[config.mk]
export PLATFORM = sky130hd
export DESIGN_NAME = seg_scan_driver
export DESIGN_NICKNAME = d
export VERILOG_FILES = /design/src/rtl/seg_pkg.sv /design/src/rtl/seg_scan_timer.sv /design/src/rtl/seg_scan_driver.sv
export SDC_FILE = /design/constraint.sdc
export NUM_CORES = 1
export LEC_CHECK = 0
export ABC_AREA = 1
export CORE_MARGIN = 3
export CORE_UTILIZATION = 40
export CTS_BUF_LIST = sky130_fd_sc_hd__clkbuf_16
export CTS_CLUSTER_SIZE = 40
export DETAILED_ROUTE_END_ITERATION = 12
export GPL_ROUTABILITY_DRIVEN = 1
export GPL_TIMING_DRIVEN = 0
export PLACE_DENSITY_LB_ADDON = 0.1
export SYNTH_ARGS = -nofsm -noshare
export SYNTH_HDL_FRONTEND = slang
export SYNTH_SLANG_ARGS = --single-unit
[constraint.sdc]
create_clock -name clk -period 2.7 [get_ports clk]
set_clock_uncertainty 0.15 [all_clocks]
set_input_delay 0.54 -clock clk [delete_from_list [all_inputs] [get_ports clk]]
set_output_delay 0.54 -clock clk [all_outputs]
set_load 0.01 [all_outputs]
[src/rtl/seg_pkg.sv]
// Shared glyph codes, 7-segment decoder and rate helpers for the scanned display drivers.
package seg_pkg;

    localparam int G_0     = 0;
    localparam int G_1     = 1;
    localparam int G_2     = 2;
    localparam int G_3     = 3;
    localparam int G_4     = 4;
    localparam int G_5     = 5;
    localparam int G_6     = 6;
    localparam int G_7     = 7;
    localparam int G_8     = 8;
    localparam int G_9     = 9;
    localparam int G_A     = 10;
    localparam int G_B     = 11;
    localparam int G_C     = 12;
    localparam int G_D     = 13;
    localparam int G_E     = 14;
    localparam int G_F     = 15;
    localparam int G_H     = 16;
    localparam int G_L     = 17;
    localparam int G_O     = 18;
    localparam int G_R     = 19;
    localparam int G_T     = 20;
    localparam int G_U_LO  = 21;
    localparam int G_N_LO  = 22;
    localparam int G_N     = 23;
    localparam int G_U     = 24;
    localparam int G_BLANK = 31;

    function automatic int rate_ticks(input int clk_hz, input int rate_hz);
        return clk_hz / rate_hz;
    endfunction

    function automatic int cnt_width(input int n);
        return (n > 1) ? $clog2(n) : 1;
    endfunction

    // Segment order {a,b,c,d,e,f,g}, segment a in the MSB; unknown codes are blank.
    function automatic logic [6:0] glyph(input int code);
        case (code)
            G_0:     glyph = 7'b1111110;
            G_1:     glyph = 7'b0110000;
            G_2:     glyph = 7'b1101101;
            G_3:     glyph = 7'b1111001;
            G_4:     glyph = 7'b0110011;
            G_5:     glyph = 7'b1011011;
            G_6:     glyph = 7'b1011111;
            G_7:     glyph = 7'b1110000;
            G_8:     glyph = 7'b1111111;
            G_9:     glyph = 7'b1111011;
            G_A:     glyph = 7'b1110111;
            G_B:     glyph = 7'b0011111;
            G_C:     glyph = 7'b1001110;
            G_D:     glyph = 7'b0111101;
            G_E:     glyph = 7'b1001111;
            G_F:     glyph = 7'b1000111;
            G_H:     glyph = 7'b0110111;
            G_L:     glyph = 7'b0001110;
            G_O:     glyph = 7'b0011101;
            G_R:     glyph = 7'b0000101;
            G_T:     glyph = 7'b0001111;
            G_U_LO:  glyph = 7'b0011100;
            G_N_LO:  glyph = 7'b0010101;
            G_N:     glyph = 7'b1110110;
            G_U:     glyph = 7'b0111110;
            G_BLANK: glyph = 7'b0000000;
            default: glyph = 7'b0000000;
        endcase
    endfunction

endpackage

[src/rtl/seg_scan_timer.sv]
// Slot counter, digit index and frame-boundary strobe for time-multiplexed displays.
module seg_scan_timer
    import seg_pkg::*;
#(
    parameter int DIGITS = 8,
    parameter int TICKS  = 100_000,
    parameter int SLOT_W = cnt_width(TICKS),
    parameter int IDX_W  = cnt_width(DIGITS)
) (
    input  logic              clk,
    input  logic              rst_n,
    output logic [SLOT_W-1:0] slot,
    output logic [IDX_W-1:0]  idx,
    output logic              frame_done
);

    logic slot_wrap;
    logic idx_last;

    assign slot_wrap  = (slot == SLOT_W'(TICKS - 1));
    assign idx_last   = (idx == IDX_W'(DIGITS - 1));
    // High for the whole last cycle of the last digit's slot: that cycle is the frame boundary.
    assign frame_done = slot_wrap && idx_last;

    always_ff @(posedge clk or negedge rst_n) begin
        if (!rst_n) begin
            slot <= '0;
            idx  <= '0;
        end else if (slot_wrap) begin
            slot <= '0;
            idx  <= idx_last ? '0 : idx + 1'b1;
        end else begin
            slot <= slot + 1'b1;
        end
    end

endmodule

[src/rtl/seg_scan_driver.sv]
// Multiplexed 7-segment driver: shared glyph decode, blink and guard masking,
// and a double-buffered frame that only swaps at the frame boundary.
module seg_scan_driver
    import seg_pkg::*;
#(
    parameter int DIGITS   = 8,
    parameter int CODE_W   = 5,
    parameter int CLK_HZ   = 100_000_000,
    parameter int SCAN_HZ  = 1000,
    parameter int BLINK_HZ = 2,
    parameter int GUARD    = 4
) (
    input  logic                     clk,
    input  logic                     rst_n,
    input  logic [DIGITS*CODE_W-1:0] codes,
    input  logic [DIGITS-1:0]        en_mask,
    input  logic [DIGITS-1:0]        dp_mask,
    input  logic [DIGITS-1:0]        blink_mask,
    input  logic                     load,
    output logic                     pending,
    output logic                     frame_done,
    output logic [7:0]               seg_out,
    output logic [DIGITS-1:0]        dig_sel
);

    localparam int TICKS       = rate_ticks(CLK_HZ, SCAN_HZ);
    localparam int BLINK_TICKS = rate_ticks(CLK_HZ, 2 * BLINK_HZ);
    localparam int SLOT_W      = cnt_width(TICKS);
    localparam int IDX_W       = cnt_width(DIGITS);
    localparam int BLINK_W     = cnt_width(BLINK_TICKS);

    logic [SLOT_W-1:0] slot;
    logic [IDX_W-1:0]  idx;

    seg_scan_timer #(
        .DIGITS (DIGITS),
        .TICKS  (TICKS),
        .SLOT_W (SLOT_W),
        .IDX_W  (IDX_W)
    ) u_timer (
        .clk        (clk),
        .rst_n      (rst_n),
        .slot       (slot),
        .idx        (idx),
        .frame_done (frame_done)
    );

    logic [DIGITS*CODE_W-1:0] sh_codes, act_codes;
    logic [DIGITS-1:0]        sh_en, sh_dp, sh_blink;
    logic [DIGITS-1:0]        act_en, act_dp, act_blink;

    // load is a one-cycle strobe with no back-pressure: every strobe is accepted
    // into the shadow, and a strobe on the boundary cycle bypasses it entirely.
    always_ff @(posedge clk or negedge rst_n) begin
        if (!rst_n) begin
            sh_codes  <= '0;
            sh_en     <= '0;
            sh_dp     <= '0;
            sh_blink  <= '0;
            act_codes <= '0;
            act_en    <= '0;
            act_dp    <= '0;
            act_blink <= '0;
            pending   <= 1'b0;
        end else begin
            if (load) begin
                sh_codes <= codes;
                sh_en    <= en_mask;
                sh_dp    <= dp_mask;
                sh_blink <= blink_mask;
            end
            if (frame_done) begin
                pending <= 1'b0;
                if (load) begin
                    act_codes <= codes;
                    act_en    <= en_mask;
                    act_dp    <= dp_mask;
                    act_blink <= blink_mask;
                end else if (pending) begin
                    act_codes <= sh_codes;
                    act_en    <= sh_en;
                    act_dp    <= sh_dp;
                    act_blink <= sh_blink;
                end
            end else if (load) begin
                pending <= 1'b1;
            end
        end
    end

    logic [BLINK_W-1:0] blink_cnt;
    logic               blink_phase;

    // Free-running blink timebase, deliberately unrelated to the scan position.
    always_ff @(posedge clk or negedge rst_n) begin
        if (!rst_n) begin
            blink_cnt   <= '0;
            blink_phase <= 1'b0;
        end else if (blink_cnt == BLINK_W'(BLINK_TICKS - 1)) begin
            blink_cnt   <= '0;
            blink_phase <= ~blink_phase;
        end else begin
            blink_cnt <= blink_cnt + 1'b1;
        end
    end

    logic [CODE_W-1:0] cur_code;
    logic              lit;
    logic [7:0]        seg_d;
    logic [DIGITS-1:0] sel_d;

    always_comb begin
        cur_code = act_codes[idx*CODE_W +: CODE_W];
        lit      = act_en[idx] && !(act_blink[idx] && blink_phase) && (slot >= SLOT_W'(GUARD));
        seg_d    = '0;
        sel_d    = '0;
        if (lit) begin
            seg_d = {glyph(int'(cur_code)), act_dp[idx]};
            sel_d = DIGITS'(1) << idx;
        end
    end

    always_ff @(posedge clk or negedge rst_n) begin
        if (!rst_n) begin
            seg_out <= '0;
            dig_sel <= '0;
        end else begin
            seg_out <= seg_d;
            dig_sel <= sel_d;
        end
    end

endmodule
==> tab_implementation.tex <==
\begin{tabular}{lr}
\hline
Metric & Value \\
\hline
\multicolumn{2}{l}{\textbf{Placement}} \\
\quad Detail Placement HPWL & 16.3 mm \\
\quad Number of buffer cells added on primary ports & 84 \\
\quad Final estimated routing congestion in global placement & about 0.85 \\
\quad Post-Place Worst Slack & -0.145 ns \\
\quad Placed inst area & between 10000 and 15000 µm² \\
\multicolumn{2}{l}{\textbf{STA}} \\
\quad Count of endpoints failing setup in the final report & 0 \\
\quad Slew @ Worst Pin & 0.769 ns \\
\quad Relative max-transition margin & 48.7\% \\
\quad Final Max Slew Viols & 0 \\
\quad Worst setup slack after layout & 0.137 ns \\
\quad Share of the clock period used by the worst path after layout & 94.9\% \\
\quad Final hold violations & 0 \\
\quad Peak Freq & between 0.3 and 0.4 GHz \\
\quad Final critical path time including I/O delays and setup & 2.56 ns \\
\multicolumn{2}{l}{\textbf{Logic synthesis}} \\
\quad Synth Area per Inst & 7.76 µm² \\
\quad Leading area contributor after synthesis & sky130\_fd\_sc\_hd\_\_dfrtp\_1 \\
\quad Synthesized net count & 1271 \\
\quad Number of distinct library cell variants in the gate-level netlist after synthesis & 33 \\
\quad Flops \& latches, synth & 191 \\
\quad Top cells by area, synth & sky130\_fd\_sc\_hd\_\_dfrtp\_1, sky130\_fd\_sc\_hd\_\_nand2\_1, sky130\_fd\_sc\_hd\_\_nand3\_1, sky130\_fd\_sc\_hd\_\_inv\_1, sky130\_fd\_sc\_hd\_\_nor2\_1 \\
\quad Mapped cell area & approximately 9200 µm² \\
\quad Yosys warning total & 0 \\
\quad Post-Syn Instances & 1189 \\
\quad Post-synth top area share & 51.8\% \\
\quad Share of the yosys chip area belonging to registers & 51.8\% \\
\multicolumn{2}{l}{\textbf{Detailed routing}} \\
\quad Via Count & between 7000 and 8000 \\
\quad First-pass iteration count of the detailed router & 5 \\
\quad Total routed wirelength & about 23 mm \\
\quad Starting DRT DRC Count & 479 \\
\quad Average via count per standard cell & 4.83 \\
\quad Number of design rule violations left after detail routing & 0 \\
\quad Wire per inst & $\sim$14 µm \\
\quad Post-detailed-route count of antenna-violating nets & 0 \\
\multicolumn{2}{l}{\textbf{Clock tree}} \\
\quad Clock tree from TritonCTS & yes \\
\quad H-tree levels & 4 \\
\quad Later-pin clock latency in the skew report & around 0.43 ns \\
\quad Bufs on Longest Clock Path & 2 \\
\quad Cts bufs inserted & 17 \\
\quad Clock edge transition at the registers on the reported setup and hold paths & 0.07 ns \\
\quad Clock Sink Count & 191 \\
\quad Root buffer cell & sky130\_fd\_sc\_hd\_\_clkbuf\_16 \\
\multicolumn{2}{l}{\textbf{Die}} \\
\quad Initial core utilization & between 40\% and 50\% \\
\quad Area inside the core boundary & 22200 µm² \\
\quad Die span in y & 158 µm \\
\quad I/O pin cnt & between 80 and 90 \\
\quad Die area & 24900 µm² \\
\quad Die boundary width & 158 µm \\
\quad Standard-cell row count & 54 \\
\multicolumn{2}{l}{\textbf{Cells and area}} \\
\quad Layout-stage area growth over the synthesis result & 21.9\% \\
\quad Fraction of final layout cells sized beyond drive strength 1 & 8.08\% \\
\quad Number of nets at the end of the flow & 1395 \\
\quad Filler cell count & 2231 \\
\quad Most common cell after layout, fill and taps aside & sky130\_fd\_sc\_hd\_\_nand2\_1 \\
\quad Register area & 4780 µm² \\
\quad Multi-input combinational cell area & 3820 µm² \\
\quad Number of antenna diodes & 0 \\
\quad Cell area after layout & 11200 µm² \\
\quad Commonest non-fill, non-tap cells in the layout & sky130\_fd\_sc\_hd\_\_nand2\_1, sky130\_fd\_sc\_hd\_\_dfrtp\_1, sky130\_fd\_sc\_hd\_\_nand3\_1 \\
\multicolumn{2}{l}{\textbf{Power}} \\
\quad Part of the total power dissipated in combinational logic & under 10\% \\
\quad Share of total power in the clock network & 44.0\% \\
\quad Worst IR drop on VDD & 0.383 mV \\
\quad Internal portion of total power & between 4 and 5 mW \\
\quad Leakage power figure & 5.75 nW \\
\quad Switching Power & 1.32 mW \\
\quad PD cells & approximately 520 nW/µm² \\
\quad Switching portion of total power & 22.5\% \\
\quad Sequential group share of total power & 50.7\% \\
\multicolumn{2}{l}{\textbf{Min path}} \\
\quad Number of cells on the worst hold path & 2 \\
\quad Launch point of the worst hold path & act\_blink[4]\$\_DFFE\_PN0P\_ \\
\quad Path class of the lowest-slack min-delay path & reg2reg \\
\quad Worst Hold End & act\_blink[4]\$\_DFFE\_PN0P\_ \\
\multicolumn{2}{l}{\textbf{Global routing}} \\
\quad Global-route total usage across every layer & a little under a fifth \\
\quad GRT overflow & 0 \\
\quad Via count of the first global-routing pass & 7587 \\
\quad Antenna violations before repair & 0 \\
\quad Wire length of the first global-routing pass & 38.1 mm \\
\quad Largest net degree at the start of global routing & 119 \\
\multicolumn{2}{l}{\textbf{Setup path}} \\
\quad Critical Path Sink Type & flop \\
\quad Worst Path Required & 2.86 ns \\
\quad Cells along the critical path & buf\_4 -> inv\_2 -> buf\_4 -> nand3\_1 -> nand2\_2 -> o21ai\_4 -> buf\_4 -> inv\_2 -> ha\_1 -> nand2\_1 -> nand2\_1 -> nand2\_1 -> a21oi\_1 -> nor2\_2 \\
\quad Reg2Reg Depth & 14 \\
\quad Worst Path Max Fanout & 11 \\
\quad Critical setup path kind & reg2reg \\
\quad Arr. time, crit path & 2.72 ns \\
\quad Buffers and inverters on the worst path & 5 \\
\quad Endpoint of the lowest-slack register-to-register path & seg\_out[4]\$\_DFF\_PN0\_ \\
\quad Setup crit start kind & flop \\
\quad Start of the worst register-to-register path & u\_timer.idx[1]\$\_DFFE\_PN0N\_ \\
\quad Critical path's slowest cell & sky130\_fd\_sc\_hd\_\_dfrtp\_1 \\
\quad Register-to-register setup slack & between 0.1 and 0.15 ns \\
\quad Cell family with the largest share of critical-path delay & buffers and inverters \\
\quad Longest individual stage delay on the worst path & roughly 0.4 ns \\
\multicolumn{2}{l}{\textbf{Outcome}} \\
\quad Status & finished, final reports clean \\
\multicolumn{2}{l}{\textbf{Flow run}} \\
\quad Max-capacitance violation count & 0 \\
\hline
\end{tabular}
-- through the flow --
| stage | total power, mW | hold slack (ns) | std cells | setup TNS (ns) | util [%] |
|---|---|---|---|---|---|
| 2_1_floorplan | 3.13 | 0.0944 | 1189 | 0 | - |
| 6_report | 5.85 | 0.321 | 1605 | 0 | 50.6 |
| 4_1_cts | 5.92 | 0.325 | 1588 | -0.0563 | 49.9 |
| 5_1_grt | 6.09 | 0.344 | 1605 | -0.00979 | 50.6 |
| 3_3_place_gp | 3.33 | 0.305 | 1553 | -1394.39 | 46.8 |
| 3_5_place_dp | 3.34 | 0.308 | 1554 | -1.40 | 47.0 |
-- flip-flops by register name, summed over array words and instances (netlist names) --
signal,cells
act_blink,8
act_codes,40
act_dp,8
act_en,8
blink_cnt,25
blink_phase,1
dig_sel,8
pending,1
seg_out,8
sh_blink,8
sh_codes,40
sh_dp,8
sh_en,8
u_timer.idx,3
u_timer.slot,17
-- cell families after synthesis --
kind of cell / synth area share, %
DFF: 51.8
xor gates and xnor gates: 1.61
AOI/OAI and AO/OA: 2.71
buffers and inverters: 7.24
adders and majority gates: 2.04
and+or+nand+nor: 34.6
-- area by class of cell --
| class | instances | share of cell area [%] |
|---|---|---|
| Sequential cell | 191 | 42.5 |
| Inverter | 107 | 3.57 |
| Timing Repair Buffer | 105 | 9.08 |
| Clock inverter | 14 | 1.47 |
| Buffer | 46 | 2.50 |
| Clock buffer | 17 | 3.78 |
| Tap cell | 280 | 3.12 |
| Multi-Input combinational cell | 845 | 34.0 |
-- worst min-delay path, stage by stage (launching register included) --
cell,delay (ns)
sky130_fd_sc_hd__dfrtp_1,0.34
sky130_fd_sc_hd__nand2_1,0.06
sky130_fd_sc_hd__nand2_1,0.04
-- power groups by stage --
| stage | registers, mW | logic [mW] | clock network [mW] |
|---|---|---|---|
| finish | 2.97 | 0.312 | 2.57 |
| global route | 2.97 | 0.359 | 2.76 |
| CTS | 2.97 | 0.322 | 2.63 |
| detailed placement | 3.02 | 0.320 | 0 |
| global placement | 3.02 | 0.312 | 0 |
| floorplan | 3.01 | 0.115 | 0 |
-- what timing repair did --
action	CTS	global route
hold endpoints to repair	73	0
endpoints found under the setup margin	6	8
gates cloned	0	0
pin swaps	1	7
gates resized for setup	11	13
hold buffers	1	0
setup buffers	2	17
-- worst max path at each step --
stage | start | to | slack [ns] | depth (start not counted)
floorplan | u_timer.idx[0]$_DFFE_PN0N_ | seg_out[1]$_DFF_PN0_ | 0.53 | 16
global placement | rst_n | blink_cnt[21]$_DFF_PN0_ | -7.32 | 1
detailed placement | u_timer.slot[0]$_DFF_PN0_ | frame_done | -0.15 | 9
CTS | u_timer.slot[1]$_DFF_PN0_ | frame_done | -0.06 | 9
global route | u_timer.idx[0]$_DFFE_PN0N_ | seg_out[1]$_DFF_PN0_ | -0.01 | 16
finish | u_timer.idx[1]$_DFFE_PN0N_ | seg_out[4]$_DFF_PN0_ | 0.14 | 14
-- routing by layer --
metal / track usage, % / wire, µm / vias to the layer above
met1: 29.0 / 11500 / 3607
met5: 0 / 0 / -
met3: 3.31 / 920 / 14
li1: - / - / 3985
met4: 3.51 / 182 / 0
met2: 29.0 / 9970 / 152
-- cells in the mapped netlist --
library cell	count
sky130_fd_sc_hd__nand2_1	496
sky130_fd_sc_hd__dfrtp_1	191
sky130_fd_sc_hd__nand3_1	123
sky130_fd_sc_hd__inv_1	98
sky130_fd_sc_hd__nor2_1	83
sky130_fd_sc_hd__nor3_1	23
sky130_fd_sc_hd__o21ai_0	20
sky130_fd_sc_hd__a21oi_1	17
sky130_fd_sc_hd__clkbuf_1	17
sky130_fd_sc_hd__nand4_1	17
sky130_fd_sc_hd__ha_1	15
sky130_fd_sc_hd__xor2_1	15
sky130_fd_sc_hd__buf_2	12
sky130_fd_sc_hd__buf_6	9
sky130_fd_sc_hd__inv_2	9
sky130_fd_sc_hd__nor4_1	9
sky130_fd_sc_hd__buf_1	5
sky130_fd_sc_hd__nand2_2	4
sky130_fd_sc_hd__nand3_2	4
sky130_fd_sc_hd__buf_4	3
sky130_fd_sc_hd__a211oi_1	2
sky130_fd_sc_hd__nand3b_1	2
sky130_fd_sc_hd__nor2_2	2
sky130_fd_sc_hd__o21ai_1	2
sky130_fd_sc_hd__or2_2	2
sky130_fd_sc_hd__xnor2_1	2
sky130_fd_sc_hd__a22oi_1	1
sky130_fd_sc_hd__a31oi_1	1
sky130_fd_sc_hd__a32o_1	1
sky130_fd_sc_hd__nor3_2	1
sky130_fd_sc_hd__o21ai_2	1
sky130_fd_sc_hd__o31ai_1	1
sky130_fd_sc_hd__or2_1	1
Power figures use the tool's default switching activity.
